**config.mk**
```make
export PLATFORM = sky130hd
export DESIGN_NAME = data2axi4s_pkt_flat
export DESIGN_NICKNAME = d
export VERILOG_FILES = /design/src/rtl/data2axi4s_pkg.sv /design/src/rtl/data2axi4s_pkt_if.sv /design/src/rtl/axis_skid_buffer.sv /design/src/rtl/data2axi4s_pkt.sv /design/src/flat_wrapper.sv
export SDC_FILE = /design/constraint.sdc
export NUM_CORES = 1
export LEC_CHECK = 0
export ABC_AREA = 0
export ABC_CLOCK_PERIOD_IN_PS = 3900
export BUFFER_PORTS_ARGS = -buffer_cell sky130_fd_sc_hd__buf_2
export CORE_MARGIN = 2
export CORE_UTILIZATION = 55
export DETAILED_ROUTE_END_ITERATION = 8
export GPL_ROUTABILITY_DRIVEN = 0
export PLACE_DENSITY = 0.81
export SETUP_SLACK_MARGIN = 0.15
export SYNTH_ARGS = -nofsm -noshare
export SYNTH_HDL_FRONTEND = slang
export SYNTH_HIERARCHICAL = 1
export SYNTH_SLANG_ARGS = --single-unit
```
**constraint.sdc**
```tcl
create_clock -name clk -period 3.9 [get_ports clk]
set_input_delay 0.78 -clock clk [delete_from_list [all_inputs] [get_ports clk]]
set_output_delay 0.78 -clock clk [all_outputs]
set_load 0.05 [all_outputs]
```
**src/rtl/data2axi4s_pkg.sv**
```systemverilog
// Shared types and length helpers for the data-to-AXI4-Stream packetizer.
package data2axi4s_pkg;

    typedef enum logic {
        IDLE = 1'b0,
        RUN  = 1'b1
    } state_t;

    // Widest byte-lane count the keep helper supports (1024-bit data).
    localparam int unsigned MAX_BPB = 128;

    function automatic int unsigned bytes_to_beats(input int unsigned bytes, input int unsigned bpb);
        return (bytes + bpb - 1) / bpb;
    endfunction

    function automatic logic [MAX_BPB-1:0] last_keep_mask(input int unsigned bytes, input int unsigned bpb);
        int unsigned rem;
        logic [MAX_BPB-1:0] mask;
        rem = bytes % bpb;
        if (rem == 0) rem = bpb;
        mask = '0;
        for (int unsigned i = 0; i < MAX_BPB; i++) mask[i] = (i < rem);
        return mask;
    endfunction

endpackage

```
**src/rtl/data2axi4s_pkt_if.sv**
```systemverilog
// AXI4-Stream bus between the packetizer and its sink.
interface data2axi4s_pkt_if #(
    parameter int DATA_WIDTH = 64
);
    localparam int BPB = DATA_WIDTH / 8;

    logic [DATA_WIDTH-1:0] tdata;
    logic [BPB-1:0]        tkeep;
    logic                  tlast;
    logic                  tvalid;
    logic                  tready;

    modport master (output tdata, output tkeep, output tlast, output tvalid, input tready);
    modport slave  (input tdata, input tkeep, input tlast, input tvalid, output tready);
endinterface

```
**src/rtl/axis_skid_buffer.sv**
```systemverilog
// Two-entry valid/ready register slice: output register plus one skid entry.
// s_ready comes straight from a flop, so there is no combinational m_ready -> s_ready path.
module axis_skid_buffer #(
    parameter int WIDTH = 73
) (
    input  logic             clk,
    input  logic             rst,
    input  logic [WIDTH-1:0] s_data,
    input  logic             s_valid,
    output logic             s_ready,
    output logic [WIDTH-1:0] m_data,
    output logic             m_valid,
    input  logic             m_ready,
    output logic             occupied
);
    logic [WIDTH-1:0] skid_data;
    logic             skid_valid;
    logic             push;
    logic             out_free;

    assign s_ready  = !skid_valid;
    assign push     = s_valid && s_ready;
    assign out_free = !m_valid || m_ready;
    assign occupied = m_valid || skid_valid;

    always_ff @(posedge clk) begin
        if (rst) begin
            // NOTE: payload registers are reset too, so tdata reads 0 straight out of reset.
            m_valid    <= 1'b0;
            m_data     <= '0;
            skid_valid <= 1'b0;
            skid_data  <= '0;
        end else if (out_free) begin
            if (skid_valid) begin
                m_data     <= skid_data;
                m_valid    <= 1'b1;
                skid_valid <= 1'b0;
            end else begin
                m_valid <= push;
                if (push) m_data <= s_data;
            end
        end else if (push) begin
            skid_data  <= s_data;
            skid_valid <= 1'b1;
        end
    end
endmodule

```
**src/rtl/data2axi4s_pkt.sv**
```systemverilog
// Frames a valid/ready beat stream into AXI4-Stream packets of a runtime byte length,
// with a partial last beat marked by tkeep.
module data2axi4s_pkt
    import data2axi4s_pkg::*;
#(
    parameter  int DATA_WIDTH    = 64,
    parameter  int MAX_PKT_BYTES = 4194304,
    localparam int BPB           = DATA_WIDTH / 8,
    localparam int LEN_W         = $clog2(MAX_PKT_BYTES) + 1
) (
    input  logic                  clk,
    input  logic                  rst,
    input  logic [DATA_WIDTH-1:0] in_data,
    input  logic                  in_valid,
    output logic                  in_ready,
    input  logic                  enable,
    input  logic [LEN_W-1:0]      cfg_pkt_bytes,
    data2axi4s_pkt_if.master      axis,
    output logic [31:0]           pkt_count,
    output logic                  cfg_err,
    output logic                  busy
);
    localparam int WORD_W = DATA_WIDTH + BPB + 1;

    state_t             state;
    logic [LEN_W-1:0]   beat_cnt;
    logic [LEN_W-1:0]   beats_total;
    logic [BPB-1:0]     last_keep;
    logic [LEN_W-1:0]   new_beats;
    logic [BPB-1:0]     new_keep;
    logic               cfg_legal;
    logic               skid_ready;
    logic               skid_busy;
    logic               accept;
    logic               final_beat;
    logic [BPB-1:0]     push_keep;
    logic [WORD_W-1:0]  push_word;
    logic [WORD_W-1:0]  pop_word;
    logic               pop_valid;

    assign cfg_legal  = (cfg_pkt_bytes != '0) && (cfg_pkt_bytes <= LEN_W'(MAX_PKT_BYTES));
    assign new_beats  = LEN_W'(bytes_to_beats(32'(cfg_pkt_bytes), BPB));
    assign new_keep   = BPB'(last_keep_mask(32'(cfg_pkt_bytes), BPB));

    assign in_ready   = (state == RUN) && skid_ready;
    assign accept     = in_valid && in_ready;
    assign final_beat = (beat_cnt == beats_total - LEN_W'(1));
    assign push_keep  = final_beat ? last_keep : '1;
    assign push_word  = {in_data, push_keep, final_beat};
    assign busy       = (state != IDLE) || skid_busy;

    // Length is only sampled at packet boundaries; a legal relatch on the final beat keeps RUN bubble-free.
    always_ff @(posedge clk) begin
        if (rst) begin
            state       <= IDLE;
            beat_cnt    <= '0;
            beats_total <= '0;
            last_keep   <= '0;
            cfg_err     <= 1'b0;
        end else begin
            cfg_err <= 1'b0;
            case (state)
                IDLE: begin
                    if (enable) begin
                        if (cfg_legal) begin
                            beats_total <= new_beats;
                            last_keep   <= new_keep;
                            beat_cnt    <= '0;
                            state       <= RUN;
                        end else begin
                            cfg_err <= 1'b1;
                        end
                    end
                end
                RUN: begin
                    if (accept) begin
                        if (final_beat) begin
                            beat_cnt <= '0;
                            if (enable && cfg_legal) begin
                                beats_total <= new_beats;
                                last_keep   <= new_keep;
                            end else begin
                                state   <= IDLE;
                                cfg_err <= enable;
                            end
                        end else begin
                            beat_cnt <= beat_cnt + LEN_W'(1);
                        end
                    end
                end
                default: state <= IDLE;
            endcase
        end
    end

    always_ff @(posedge clk) begin
        if (rst) pkt_count <= '0;
        else if (axis.tvalid && axis.tready && axis.tlast) pkt_count <= pkt_count + 32'd1;
    end

    axis_skid_buffer #(
        .WIDTH(WORD_W)
    ) u_skid (
        .clk     (clk),
        .rst     (rst),
        .s_data  (push_word),
        .s_valid (accept),
        .s_ready (skid_ready),
        .m_data  (pop_word),
        .m_valid (pop_valid),
        .m_ready (axis.tready),
        .occupied(skid_busy)
    );

    assign axis.tvalid = pop_valid;
    assign {axis.tdata, axis.tkeep, axis.tlast} = pop_word;
endmodule

```
**src/flat_wrapper.sv**
```systemverilog
// flat-port wrapper written by rule: the top's interface ports become plain ports
module data2axi4s_pkt_flat import data2axi4s_pkg::*;
#(
    parameter  int DATA_WIDTH    = 64,
    parameter  int MAX_PKT_BYTES = 4194304,
    localparam int BPB           = DATA_WIDTH / 8,
    localparam int LEN_W         = $clog2(MAX_PKT_BYTES) + 1
)
  (clk, rst, in_data, in_valid, in_ready, enable, cfg_pkt_bytes, pkt_count, cfg_err, busy, axis_tdata, axis_tkeep, axis_tlast, axis_tvalid, axis_tready);
  data2axi4s_pkt_if #(.DATA_WIDTH(DATA_WIDTH)) axis_i ();
  input  logic clk;
  input  logic rst;
  input  logic [DATA_WIDTH-1:0] in_data;
  input  logic in_valid;
  output logic in_ready;
  input  logic enable;
  input  logic [LEN_W-1:0] cfg_pkt_bytes;
  output logic [31:0] pkt_count;
  output logic cfg_err;
  output logic busy;
  output wire logic [$bits(axis_i.tdata)-1:0] axis_tdata;
  output wire logic [$bits(axis_i.tkeep)-1:0] axis_tkeep;
  output wire logic [$bits(axis_i.tlast)-1:0] axis_tlast;
  output wire logic [$bits(axis_i.tvalid)-1:0] axis_tvalid;
  input wire logic [$bits(axis_i.tready)-1:0] axis_tready;
  assign axis_tdata = axis_i.tdata;
  assign axis_tkeep = axis_i.tkeep;
  assign axis_tlast = axis_i.tlast;
  assign axis_tvalid = axis_i.tvalid;
  assign axis_i.tready = axis_tready;
  data2axi4s_pkt #(.DATA_WIDTH(DATA_WIDTH), .MAX_PKT_BYTES(MAX_PKT_BYTES)) u_core (.clk(clk), .rst(rst), .in_data(in_data), .in_valid(in_valid), .in_ready(in_ready), .enable(enable), .cfg_pkt_bytes(cfg_pkt_bytes), .axis(axis_i), .pkt_count(pkt_count), .cfg_err(cfg_err), .busy(busy));
endmodule
```
### Word level (Yosys, flattened, before mapping)

Cells that the tools add are included.

* input bits: 92
* bits in registers: 236
* word-level logic and storage cells: 86
* output and inout bits: 109

* reductions and logical operators: 20
* mux-type cells: 34
* add/sub/neg operators: 5
* bitwise logic cells: 2
* eq/ne operators: 6
* $lt $le $gt $ge: 9

Operator list (count)
* $mux W23: 9
* $mux W73: 2
* $pmux W23 S2: 2
* $mux W8: 6
* $add A32 B1 Y32 const B: 1
* $logic_not A32 Y1: 1
* $sub A26 B1 Y26 const B: 1
* $add A23 B4 Y24 const B: 1
* $add A23 B1 Y23 const B: 1
* $eq A23 B23 Y1: 1
* $le A23 B23 Y1 const B: 1
* $reduce_bool A23 Y1: 1
* $sub A23 B1 Y23 const B: 1
* $lt A3 B4 Y1 const A: 4
* $pmux W8 S2: 1
* $mux W1: 11
* $lt A1 B4 Y1 const A: 2
* $lt A2 B4 Y1 const A: 2
* $ne A2 B2 Y1 const B: 4
* $logic_and A1 B1 Y1: 7
* $reduce_and A5 Y1: 1
* $mux W4: 1
* $pmux W1 S2: 2
* $reduce_and A2 Y1: 2
* 7 further kinds: 11

### Depth between registers and ports, before layout

Gate-level depths: netlist of the first run.

* word-level depth: 7
* depth in mapped cells: 13
* depth with buffers taken out: 11

### By module

Netlist of the first run, hierarchy kept.

Modules (own cells, without submodules)
* axis_skid_buffer: instances 1, cells an instance 661, seq. area each 2962.8 µm², area an instance 6296.0 µm²
* data2axi4s_pkt: instances 1, cells an instance 598, seq. area each 1721.7 µm², area an instance 5053.6 µm²

### Worst setup path before layout of the first run

Ideal clock, no wire load.

* path type: flip-flop to flip-flop
* start point: register u_core.beats_total[8]
* end point: register u_core.u_skid.m_data[1]
* library setup time: 0.146 ns
* period minus slack after synthesis: 2.992 ns
* cell stages (with the launch flop): 13
* data required time: 3.754 ns
* buffers on the path: 3
* path slack: 0.908 ns
* arrival: 2.846 ns
* path through: dfxtp_1 buf_6 or4_4 or2_1 buf_6 o31ai_1 nand3_1 a2111oi_4 nand3_1 clkbuf_1 or2_2 mux2i_1 a211oi_2

* longest elaborated chain between the ends: 5

Ends and longest elaborated chain
* start: declaration: RTL line data2axi4s_pkt.sv:27 `logic [LEN_W-1:0] beats_total;`
* start signal: assignment: RTL line data2axi4s_pkt.sv:66 `beats_total <= new_beats;`
* start signal: assignment: RTL line data2axi4s_pkt.sv:80 `beats_total <= new_beats;`
* $sub A23 B1 Y23: RTL line data2axi4s_pkt.sv:47 `assign final_beat = (beat_cnt == beats_total - LEN_W'(1));`
* $eq A23 B23 Y1: RTL line data2axi4s_pkt.sv:47
* $mux W8: RTL line data2axi4s_pkt.sv:48 `assign push_keep = final_beat ? last_keep : '1;`
* net u_core.push_keep[0]: RTL line data2axi4s_pkt.sv:36 `logic [BPB-1:0] push_keep;`
* $mux W73: RTL line axis_skid_buffer.sv:40 `if (push) m_data <= s_data;`
* $mux W73: RTL line axis_skid_buffer.sv:34 `if (skid_valid) begin`
* end signal: assignment: RTL line axis_skid_buffer.sv:35 `m_data <= skid_data;`
* end signal: assignment: RTL line axis_skid_buffer.sv:40
* end: declaration: RTL line axis_skid_buffer.sv:11 `output logic [WIDTH-1:0] m_data,`

The timed path passes the listed nets, and every way through them passes these cells. The select of a mux whose other input is x is not followed.
A chain may end at the register's enable or synchronous reset.

### Worst setup path after layout of the first run

* start point: register u_core.beats_total[0]
* end point: register u_core.last_keep[1]

* longest elaborated chain between the ends: 4

Ends and longest elaborated chain
* $sub A23 B1 Y23: RTL line data2axi4s_pkt.sv:47
* $eq A23 B23 Y1: RTL line data2axi4s_pkt.sv:47
* $ne A2 B2 Y1 (no line)
* $reduce_and A5 Y1 (no line)
* end signal: assignment: RTL line data2axi4s_pkt.sv:67 `last_keep <= new_keep;`
* end signal: assignment: RTL line data2axi4s_pkt.sv:81 `last_keep <= new_keep;`
* end: declaration: RTL line data2axi4s_pkt.sv:28 `logic [BPB-1:0] last_keep;`

Every way passes these cells.

==> metrics.md, run 1 <==
| Metric | Value |
|---|---|
| Antenna viol nets, final | 0 |
| Starting Density | 56.1% |
| Leakage | between 4 and 5 nW |
| Final cell count without fillers | 1,696 |
| CTS root buf | clkbuf_16 |
| Initial antenna violation count | 0 |
| Final Net Count | between 1,500 and 2,000 |
| CTS tree | done |
| TritonCTS buffer count | 25 |
| Max IR drop VDD | 0.386 mV |
| Synth warn | 6 |
| Worst-margin pin slew | between 1 and 1.5 ns |
| DR vias | 9,855 |
| Crit. End Element | register |
| Max Cap Viol | 0 |
| Fillers | between 1,500 and 2,000 |
| Vias in the first global route | 9,595 |
| Clock Latency Late Sink | around 0.54 ns |
| Most area-hungry cell type in the Yosys netlist | dfxtp_1 |
| Status | complete, no violations |
| Row Count | 52 |
| PostCTS Resize Cnt | 0 |
| Power per cell area | 427 mW/mm^2 |
| Initial DRC count | 799 |
| Area growth syn-to-layout | 16.1% |
| Top sig layer | met4 |
| Crit path DAT | 3.79 ns |
| Area occupied by multi-input gates | 0.00611 sq mm |
| Die extent in y | 148 um |
| Setup violators final | 0 |
| Placed insts | 1,650 |
| Overall die width | 148 um |
| Min-delay src | u_core/u_skid/skid_data[49] |
| Final Util | 65.1% |
| Wire length on met1 | 13,000 um |
| Hold Crit Depth | 2 |
| Port Buffers | 200 |
| H-Tree Depth | 1 |
| Hold Crit Class | reg -> reg |
| Fin Clk Skew | 0.0127 ns |
| Slew HR | between 30 and 40% |
| Clk slew on worst S/H paths | 0.06 ns |
| WL final | 29,300 um |
| Vias/cell | 5.81 |
| F_max | 294 MHz |
| Core area | 0.0202 sq mm |
| Reg-to-Reg End | u_core/last_keep[1] |
| Synth Instances | around 1,300 |
| Asr flop ratio synth | 0% |
| Final Cell Area | 0.0132 sq mm |
| Largest net degree at the start of global routing | 141 |
| GRT Resource Usage Total | 25.8% |
| Reg2reg start | u_core/beats_total[0] |
| Crit Path Max Fanout | 27 |
| Synth Flop Type | dfxtp_1 |
| Post-CTS Setup Bufs | 0 |
| CTS Sinks | between 200 and 250 |
| Reg2reg path depth | 10 |
| Layout cell share with drive strength beyond 1 | between 20 and 30% |
| Post-synth top cells | 234 x dfxtp_1, 177 x nand2_1, 162 x a21oi_1 |
| Ant diodes | 0 |
| Unrepaired setup endpoints after global routing | false |
| DIE AREA | 0.0218 sq mm |
| Pre-antenna DRT Iters | 5 |
| Max Root-Sink Buffers | 3 |
| Place WS | 0.464 ns |
| Reg area | around 0.0047 sq mm |
| Placed cell area | 0.0123 sq mm |
| Wire length on met3 | 2330 um |
| Setup TNS | 0 ns |
| Fin crit share | 87.2% |
| Post-CTS Hold Fix Bufs | 0 |
| # IOs | 201 |
| Seq cells post-synth | 234 |
| Seq/Total Area, Yosys | 41.3% |
| Synthesized net count | around 1,400 |
| Hold slack | 0.456 ns |
| Tmin final | 3.40 ns |
| Detailed Place HPWL | 18,700 um |
| Max Slew Vio Count | 0 |
| Dominant cells by area after synthesis | dfxtp_1 41%, a211oi_2 9.7%, a21oi_1 7.1% |
| DRC violations left | 0 |
| Startpoint types | register |
| Drt wl/cell | 17.3 um |
| PnR Total Power | ~5.6 mW |
| Avg Cell Area, Syn | 9.01 sq um |
| Mapped Area | roughly 0.011 sq mm |
| Slack of the worst reg-to-reg path | 0.50 ns |
| Met2 wire len | approximately 13,000 um |
| EDFF count, synth | 0 |
| Final WS setup | 0.501 ns |
| WS Path Type | reg -> reg |
| GR Overflow Total | 0 |
| Post-synth cell types | 59 |
| Top-count cell post-synth | dfxtp_1 |
| Req. time, crit path | 4.29 ns |
| Yosys top cell area share | 41.3% |
| Final hold viol count | 0 |
| Hold endpoint | u_core/u_skid/skid_data[49] |
| Global-route wire length before repair | 47,500 um |
logic make-up (layout without fill, tap and decap cells):
kind of cell | Yosys count | in the layout | synth area share, %
simple gates | 452 | 452 | 19.8
flops | 234 | 234 | 41.3
buf+inv | 111 | 278 | 5.28
xor+xnor | 91 | 91 | 7.02
fa+ha+maj | 3 | 3 | 0.331
mux | 75 | 75 | 6.61
compound gates | 293 | 293 | 19.7
area by class of cell:
| type | instances | area share (%) |
|---|---|---|
| multi-input combinational | 914 | 46.4 |
| sequential | 234 | 35.6 |
| timing repair buffer | 217 | 8.82 |
| clock buffer | 30 | 5.12 |
| tap | 270 | 2.56 |
| clock inverter | 16 | 1.15 |
| inverter | 15 | 0.427 |
placed cells by master, fill, tap and decap left out, drive strengths merged, types with 24 or more instances in the layout:
master / n
dfxtp: 234
buf: 216
nand2: 178
a21oi: 162
a211oi: 98
nor2: 79
mux2i: 75
xor2: 54
nand3: 44
xnor2: 37
nor3: 36
clkbuf: 31
nand4: 24
state kept, by name, indices dropped and copies added (netlist names):
signal	cells
u_core/u_skid/m_data	73
u_core/u_skid/skid_valid	1
u_core/u_skid/m_valid	1
u_core/last_keep	8
u_core/state	1
u_core/u_skid/skid_data	73
u_core/pkt_count	32
u_core/beat_cnt	23
u_core/cfg_err	1
u_core/beats_total	21
routing by layer:
metal  vias to the layer above  track usage [%]
li1                       4743                -
met1                      4659             35.1
met2                       386             41.0
met3                        67             5.28
met4                         0             9.13
met5                         -                0
worst max-delay path: stages, from the launching register on:
cell,delay (ns)
dfxtp_1,0.37
inv_1,0.08
ha_1,0.23
or3b_2,0.52
xnor2_1,0.16
a211oi_1,0.23
nand4_1,0.19
a2111oi_4,0.41
nand4_1,0.23
nand2_2,0.63
a311oi_1,0.19
how the worst max path moves through the flow:
stage                                     start                       to  slack [ns]  cells past startpoint
after global placement    u_core/beats_total[0]  u_core/u_skid/m_data[8]        0.52                     11
final                     u_core/beats_total[0]      u_core/last_keep[1]        0.50                     10
after floorplan           u_core/beats_total[8]  u_core/u_skid/m_data[1]        0.91                     12
after global routing      u_core/beats_total[4]      u_core/last_keep[4]        0.30                      8
after CTS                 u_core/beats_total[0]  u_core/u_skid/m_data[6]        0.40                     11
after detailed placement  u_core/beats_total[0]  u_core/u_skid/m_data[1]        0.46                     11
report_power, final:
part | switching, mW | internal [mW]
registers | 0.0595 | 2.46
clock network | 1.01 | 1.38
logic | 0.489 | 0.241
No activity file was read; power rests on OpenSTA's default activity.
==> inputs of run 2 (changes only) <==
--- a/config.mk
+++ b/config.mk
@@ -8,11 +8,13 @@
 export ABC_AREA = 0
 export ABC_CLOCK_PERIOD_IN_PS = 3900
 export BUFFER_PORTS_ARGS = -buffer_cell sky130_fd_sc_hd__buf_2
+export CELL_PAD_IN_SITES_DETAIL_PLACEMENT = 0
+export CELL_PAD_IN_SITES_GLOBAL_PLACEMENT = 2
 export CORE_MARGIN = 2
-export CORE_UTILIZATION = 55
+export CORE_UTILIZATION = 34
 export DETAILED_ROUTE_END_ITERATION = 8
 export GPL_ROUTABILITY_DRIVEN = 0
-export PLACE_DENSITY = 0.81
+export PLACE_DENSITY_LB_ADDON = 0.1
 export SETUP_SLACK_MARGIN = 0.15
 export SYNTH_ARGS = -nofsm -noshare
 export SYNTH_HDL_FRONTEND = slang
==> run 2 against run 1 <==
Critical path depth is 1 higher; sequential power hardly changed; clock-buffer cell count is 14 higher.
==> metrics.md, run 2 (synthesis gave the netlist of run 1 again) <==
| Metric | Value |
|---|---|
| DR vias | 9,455 (-4.1%) |
| Clk slew on worst S/H paths | 0.06 ns (about the same) |
| Area occupied by multi-input gates | 0.00610 sq mm (about the same) |
| Reg-to-Reg End | u_core/beats_total[8] |
| WL final | 32,300 um (+10%) |
| CTS Sinks | 234 (unchanged) |
| Antenna viol nets, final | 0 (unchanged) |
| Layout cell share with drive strength beyond 1 | 27.8% (about the same) |
| Hold Crit Depth | 2 (unchanged) |
| Hold Crit Class | reg -> reg |
| CTS root buf | clkbuf_16 |
| Unrepaired setup endpoints after global routing | false |
| Commonest non-fill, non-tap cell in the layout | dfxtp_1 |
| Vias/cell | 5.03 (-13%) |
| Detailed Place HPWL | 21,200 um (+14%) |
| Reg2reg start | u_core/beats_total[0] |
| Crit. End Element | register |
| Port Buffers | 200 (unchanged) |
| Reg2reg path depth | 11 (+1) |
| Setup TNS | 0 ns (unchanged) |
| Core area | 0.0327 sq mm (+62%) |
| Hold slack | 0.453 ns (-0.00270 ns) |
| CP top delay family | simple AND/OR/NAND/NOR gates |
| Max Root-Sink Buffers | 3 (unchanged) |
| Final Net Count | 1,511 (+0.60%) |
| Crit Path Max Fanout | 14 (-48%) |
| Max IR drop VDD | 0.311 mV (-20%) |
| Startpoint types | register |
| Starting Density | 34.7% (-21 points) |
| Wire length on met1 | 16,000 um (+23%) |
| Fillers | 3,402 (+100%) |
| Top flop regs | u_core/u_skid/m_data x73, u_core/u_skid/skid_data x73, u_core/pkt_count x32 |
| Setup violators final | 0 (unchanged) |
| Drt wl/cell | 17.2 um (-0.33%) |
| H-Tree Depth | 1 (unchanged) |
| F_max | 300 MHz (+1.9%) |
| Status | complete, no violations |
| Slack of the worst reg-to-reg path | 0.56 ns (+0.06 ns) |
| Req. time, crit path | 4.28 ns (about the same) |
| Overall die width | 187 um (+26%) |
| Max Cap Viol | 0 (unchanged) |
| Area growth syn-to-layout | 19.7% |
| Vias in the first global route | 8,965 (-6.6%) |
| Met2 wire len | 14,400 um (+11%) |
| Hold endpoint | u_core/u_skid/skid_data[37] |
| Reg area | 0.00469 sq mm (unchanged) |
| Slew HR | 29.2% (-3.0 points) |
| DIE AREA | 0.0349 sq mm (+60%) |
| Place WS | 0.595 ns (+0.131 ns) |
| CP max stage cell | nor3b_1 |
| Row Count | 66 (+27%) |
| Placed insts | 1,828 (+11%) |
| Min-delay src | u_core/u_skid/skid_data[37] |
| Clock Latency Late Sink | 0.54 ns (about the same) |
| Top sig layer | met4 |
| Final WS setup | 0.563 ns (+0.0619 ns) |
| Largest net degree at the start of global routing | 93 (-34%) |
| Fin crit share | 85.6% (-1.6 points) |
| DRC violations left | 0 (unchanged) |
| Power per cell area | 433 mW/mm^2 (+1.3%) |
| Fin Clk Skew | 0.0140 ns (+0.00126 ns) |
| Final cell count without fillers | 1,879 (+11%) |
| Crit path cell chain | inv_1, ha_1, nor3b_1, nand2_1, mux2i_1, or3_1, a311oi_1, nand4_1, nand2_2, buf_12, a211oi_2 |
| TritonCTS buffer count | 28 (+12%) |
| Max Slew Vio Count | 0 (unchanged) |
| GRT Resource Usage Total | 18.0% (-7.8 points) |
| Pre-antenna DRT Iters | 4 (-1) |
| Post-CTS Setup Bufs | 0 (unchanged) |
| GR Overflow Total | 0 (unchanged) |
| # IOs | 201 (unchanged) |
| WS Path Type | reg -> reg |
| Initial antenna violation count | 2 (+2) |
| Crit-path max cell delay | 0.53 ns (-0.10 ns) |
| Crit path DAT | 3.72 ns (-0.07 ns) |
| Initial DRC count | 481 (-40%) |
| CTS tree | done |
| Post-CTS Hold Fix Bufs | 0 (unchanged) |
| PnR Total Power | 5.88 mW (+4.4%) |
| Worst-margin pin slew | 1.06 ns (+0.0452 ns) |
| Leakage | 4.82 nW (+1.6%) |
| Commonest non-fill, non-tap cells in the layout | 233 x dfxtp_1, 199 x buf_2, 177 x nand2_1, 162 x a21oi_1, 88 x a211oi_2 |
| CP bufs+invs | 2 (+1) |
| Tmin final | 3.34 ns (-0.0619 ns) |
| Die extent in y | 187 um (+26%) |
| Final hold viol count | 0 (unchanged) |
| Global-route wire length before repair | 51,900 um (+9.3%) |
| Wire length on met3 | 1190 um (-49%) |
| PostCTS Resize Cnt | 0 (unchanged) |
run 2: cell count changes in the layout (fill, tap and decap cells not counted), sizes merged:
cell      previous run  this run
clkinvlp             1         0
diode                0         1
clkbuf              31        45
clkinv              11         4
buf                216       222
inv                 17        15
run 2: power by group:
group,internal (mW),switching [mW]
registers,2.46,0.0626
clock network,1.60,1.02
logic,0.245,0.490
total,4.30,1.58
run 2: layout make-up:
class | count | share of cell area [%]
antenna | 1 | 0.0184
clock buffer | 44 | 6.19
clock inverter | 6 | 0.672
inverter | 15 | 0.415
multi-input combinational | 914 | 44.9
sequential | 234 | 34.5
tap | 442 | 4.07
timing repair buffer | 223 | 9.17
run 2: tightest hold or removal path: cells and delay by family (launching register included):
| kind | cells | cell delay (ns) |
|---|---|---|
| AND/OR/NAND/NOR | 1 | 0.05 |
| flip-flops | 1 | 0.31 |
| AO/OA/AOI/OAI | 1 | 0.05 |
run 2: how the worst max path moves through the flow:
stage,slack (ns),start,depth (start not counted),endpoint
after floorplan,0.91,u_core/beats_total[8],12,u_core/u_skid/m_data[1]
after global placement,0.65,u_core/beats_total[0],11,u_core/beats_total[14]
after detailed placement,0.60,u_core/beats_total[0],11,u_core/beats_total[12]
after CTS,0.57,u_core/beats_total[0],11,u_core/beats_total[8]
after global routing,0.37,u_core/beats_total[4],9,u_core/beats_total[1]
final,0.56,u_core/beats_total[0],11,u_core/beats_total[8]
run 2: metal layers:
layer  global-route usage, %  vias to the layer above
li1                        -                     4772
met1                    26.3                     4465
met2                    28.1                      177
met3                    2.39                       41
met4                    4.03                        0
met5                       0                        -
run 2: per-stage QoR:
step,utilization (%),area [sq um]
CTS,41.5,13600
finish,41.5,13600
global placement,38.7,12600
floorplan,-,11300
detailed placement,38.7,12600
global route,41.5,13600
==> inputs of run 3 (changes only) <==
--- a/config.mk
+++ b/config.mk
@@ -7,12 +7,12 @@
 export LEC_CHECK = 0
 export ABC_AREA = 0
 export ABC_CLOCK_PERIOD_IN_PS = 3900
-export BUFFER_PORTS_ARGS = -buffer_cell sky130_fd_sc_hd__buf_2
 export CELL_PAD_IN_SITES_DETAIL_PLACEMENT = 0
 export CELL_PAD_IN_SITES_GLOBAL_PLACEMENT = 2
 export CORE_MARGIN = 2
-export CORE_UTILIZATION = 34
+export CORE_UTILIZATION = 39
 export DETAILED_ROUTE_END_ITERATION = 8
+export DONT_BUFFER_PORTS = 1
 export GPL_ROUTABILITY_DRIVEN = 0
 export PLACE_DENSITY_LB_ADDON = 0.1
 export SETUP_SLACK_MARGIN = 0.15
==> constraint.sdc (replaced) <==
create_clock -name clk -period 3.9 [get_ports clk]
set_input_delay 0.195 -clock clk [delete_from_list [all_inputs] [get_ports clk]]
set_output_delay 0.195 -clock clk [all_outputs]
set_load 0.05 [all_outputs]
==> run 3 against run 2 <==
Maximum frequency shrank 7.9%; first-iteration DRC count increased by 6.2%; sequential share of layout area shrank 0.74 points; largest power group is now registers.
==> metrics.md, run 3 (synthesis gave the netlist of run 1 again) <==
| Metric | Value |
|---|---|
| DIE AREA | 0.0305 sq mm (-13%) |
| Status | complete, no violations |
| Int Power | 4.28 mW (-0.44%) |
| Final Net Count | 1,454 (-3.8%) |
| Area growth syn-to-layout | 22.3% |
| Post-CTS Setup Bufs | 0 (unchanged) |
| DRC violations left | 0 (unchanged) |
| Reg2reg path depth | 11 (unchanged) |
| Worst-margin pin slew | 1.02 ns (-0.0415 ns) |
| WL final | 31,900 um (-1.4%) |
| Switching share of total power | 26.5% (-0.34 points) |
| Reg area | 0.00469 sq mm (about the same) |
| Port Buffers | 0 (-100%) |
| GR Overflow Total | 0 (unchanged) |
| Setup TNS | 0 ns (unchanged) |
| Die extent in y | 175 um (-6.5%) |
| Crit path DAT | 4.04 ns (+0.32 ns) |
| Clock Latency Late Sink | 0.55 ns (about the same) |
| Initial DRC count | 511 (+6.2%) |
| Comb pwr share | 10.0% (-2.5 points) |
| Reg2reg start | u_core/beats_total[8] |
| Leakage | 4.61 nW (-4.5%) |
| Antenna viol nets, final | 0 (unchanged) |
| Fin crit share | 92.9% (+7.3 points) |
| Global-route wire length before repair | 51,500 um (-0.62%) |
| Core area | 0.0287 sq mm (-12%) |
| Clk slew on worst S/H paths | 0.05 ns (about the same) |
| Hold Crit Depth | 3 (+1) |
| Vias in the first global route | 9,596 (+7.0%) |
| Vias/cell | 5.31 (+5.5%) |
| Initial antenna violation count | 0 (-2) |
| CP max stage cell | dlygate4sd3_1 |
| Unrepaired setup endpoints after global routing | false |
| Max Root-Sink Buffers | 3 (unchanged) |
| Slew HR | 32.0% (+2.8 points) |
| CTS tree | done |
| Area occupied by multi-input gates | 0.00614 sq mm (+0.57%) |
| Slack of the worst reg-to-reg path | 0.28 ns (-0.29 ns) |
| Commonest non-fill, non-tap cell in the layout | dfxtp_1 |
| DR vias | 9,362 (-0.98%) |
| F_max | 276 MHz (-7.9%) |
| PnR Total Power | 5.83 mW (-0.90%) |
| Overall die width | 175 um (-6.5%) |
| CTS root buf | clkbuf_16 |
| Crit Path Max Fanout | 15 (+1) |
| Startpoint types | register |
| Switching power | 1.54 mW (-2.2%) |
| Setup violators final | 0 (unchanged) |
| Final hold viol count | 0 (unchanged) |
| Max Slew Vio Count | 0 (unchanged) |
| Crit. End Element | register |
| Commonest non-fill, non-tap cells in the layout | 231 x dfxtp_1, 177 x nand2_1, 162 x a21oi_1, 132 x dlygate4sd3_1, 88 x a211oi_2 |
| Fin Clk Skew | 0.0151 ns (+0.00114 ns) |
| Row Count | 62 (-6.1%) |
| Top flop regs | u_core/u_skid/m_data x73, u_core/u_skid/skid_data x73, u_core/pkt_count x32 |
| Final Util | 48.4% (+6.8 points) |
| Pre-antenna DRT Iters | 5 (+1) |
| Tmin final | 3.62 ns (+0.285 ns) |
| Clock share of power | 44.2% (-0.4 points) |
| Ant diodes | 0 (-1) |
| Placed insts | 1,580 (-14%) |
| Layout cell share with drive strength beyond 1 | 15.8% (-12 points) |
| Reg-to-Reg End | u_core/u_skid/m_data[6] |
| Min-delay src | cfg_pkt_bytes[9] |
| # IOs | 201 (unchanged) |
| Hold Crit Class | in -> reg |
| Starting Density | 39.5% (+4.8 points) |
| WS Path Type | reg -> reg |
| Fillers | 2,795 (-18%) |
| Flop pwr share | 45.8% (+3.0 points) |
| GRT Resource Usage Total | 20.5% (+2.5 points) |
| Hold endpoint | u_core/beats_total[7] |
| H-Tree Depth | 1 (unchanged) |
| Power per cell area | 420 mW/mm^2 (-3.1%) |
| Max IR drop VDD | 0.312 mV (+0.38%) |
| Most used cell, CP | nand3_1 |
| CTS Sinks | 234 (unchanged) |
| Crit-path max cell delay | 0.58 ns (+0.05 ns) |
| Max Cap Viol | 0 (unchanged) |
| Largest net degree at the start of global routing | 163 (+75%) |
| Final cell count without fillers | 1,763 (-6.2%) |
| Detailed Place HPWL | 19,100 um (-10%) |
| Crit path cell chain | or4_4, or2_4, o31ai_1, nand3_1, a2111oi_4, nand3_1, buf_4, or2_2, mux2i_1, a211oi_2, dlygate4sd3_1 |
| TritonCTS buffer count | 28 (unchanged) |
| Drt wl/cell | 18.1 um (+5.1%) |
| Req. time, crit path | 4.32 ns (+0.04 ns) |
| Hold slack | 0.0243 ns (-0.429 ns) |
-- run 3: cell types whose count changed in the layout (fill, tap and decap cells not counted), sizes merged --
| cell | before | now |
|---|---|---|
| dlygate4sd3 | 0 | 132 |
| diode | 1 | 0 |
| bufinv | 2 | 1 |
| clkinv | 4 | 3 |
| clkinvlp | 0 | 1 |
| buf | 222 | 34 |
-- run 3: area by class of cell --
class | count | share of cell area, %
Tap cell | 384 | 3.46
Clock buffer | 45 | 6.15
Sequential cell | 234 | 33.8
Clock inverter | 5 | 0.460
Timing Repair Buffer | 166 | 11.5
Inverter | 15 | 0.405
Multi-Input combinational cell | 914 | 44.2
-- run 3: what timing repair did --
action,CTS,global route
gates resized for setup,0,12
hold buffers,133,0
endpoints found under the setup margin,0,17
hold endpoints to repair,214,0
-- run 3: routing by layer --
layer  vias to the layer above  routed length [um]  global-route usage, %
li1                       4657                   -                      -
met1                      4464               14900                   27.6
met2                       203               14800                   34.6
met3                        38                1660                   3.44
met4                         0                 481                   4.17
met5                         -                   0                      0
-- run 3: worst max-delay path by stage --
stage | startpoint | to | slack (ns) | cells past startpoint
floorplan | u_core/beats_total[8] | u_core/u_skid/m_data[1] | 0.91 | 12
global placement | u_core/beats_total[8] | u_core/beats_total[15] | 0.73 | 9
detailed placement | u_core/beats_total[0] | u_core/beats_total[15] | 0.69 | 11
CTS | u_core/beats_total[0] | u_core/beats_total[12] | 0.18 | 12
global route | u_core/beats_total[8] | u_core/u_skid/m_data[4] | 0.15 | 11
finish | u_core/beats_total[8] | u_core/u_skid/m_data[6] | 0.28 | 11
-- run 3: per-stage QoR --
step / cell area [sq um] / worst slack [ns]
CTS: 13800 / 0.178
global route: 13900 / 0.152
floorplan: 11300 / 0.908
global placement: 11600 / 0.728
finish: 13900 / 0.277
detailed placement: 11600 / 0.687
-- run 3: power by group through the flow --
| stage | clock network (mW) | logic, mW | registers [mW] |
|---|---|---|---|
| after floorplan | 0 | 0.397 | 2.69 |
| after global routing | 2.74 | 0.637 | 2.68 |
| after CTS | 2.65 | 0.574 | 2.67 |
| final | 2.58 | 0.581 | 2.67 |
| after global placement | 0 | 0.428 | 2.72 |
| after detailed placement | 0 | 0.426 | 2.72 |
-- run 3: worst max-delay path: cells and delay by family (launching register included) --
| kind | cells | cell delay (ns) |
|---|---|---|
| compound gates | 3 | 0.75 |
| flops | 1 | 0.38 |
| mux | 1 | 0.17 |
| buf+inv | 2 | 0.79 |
| simple gates | 5 | 1.42 |
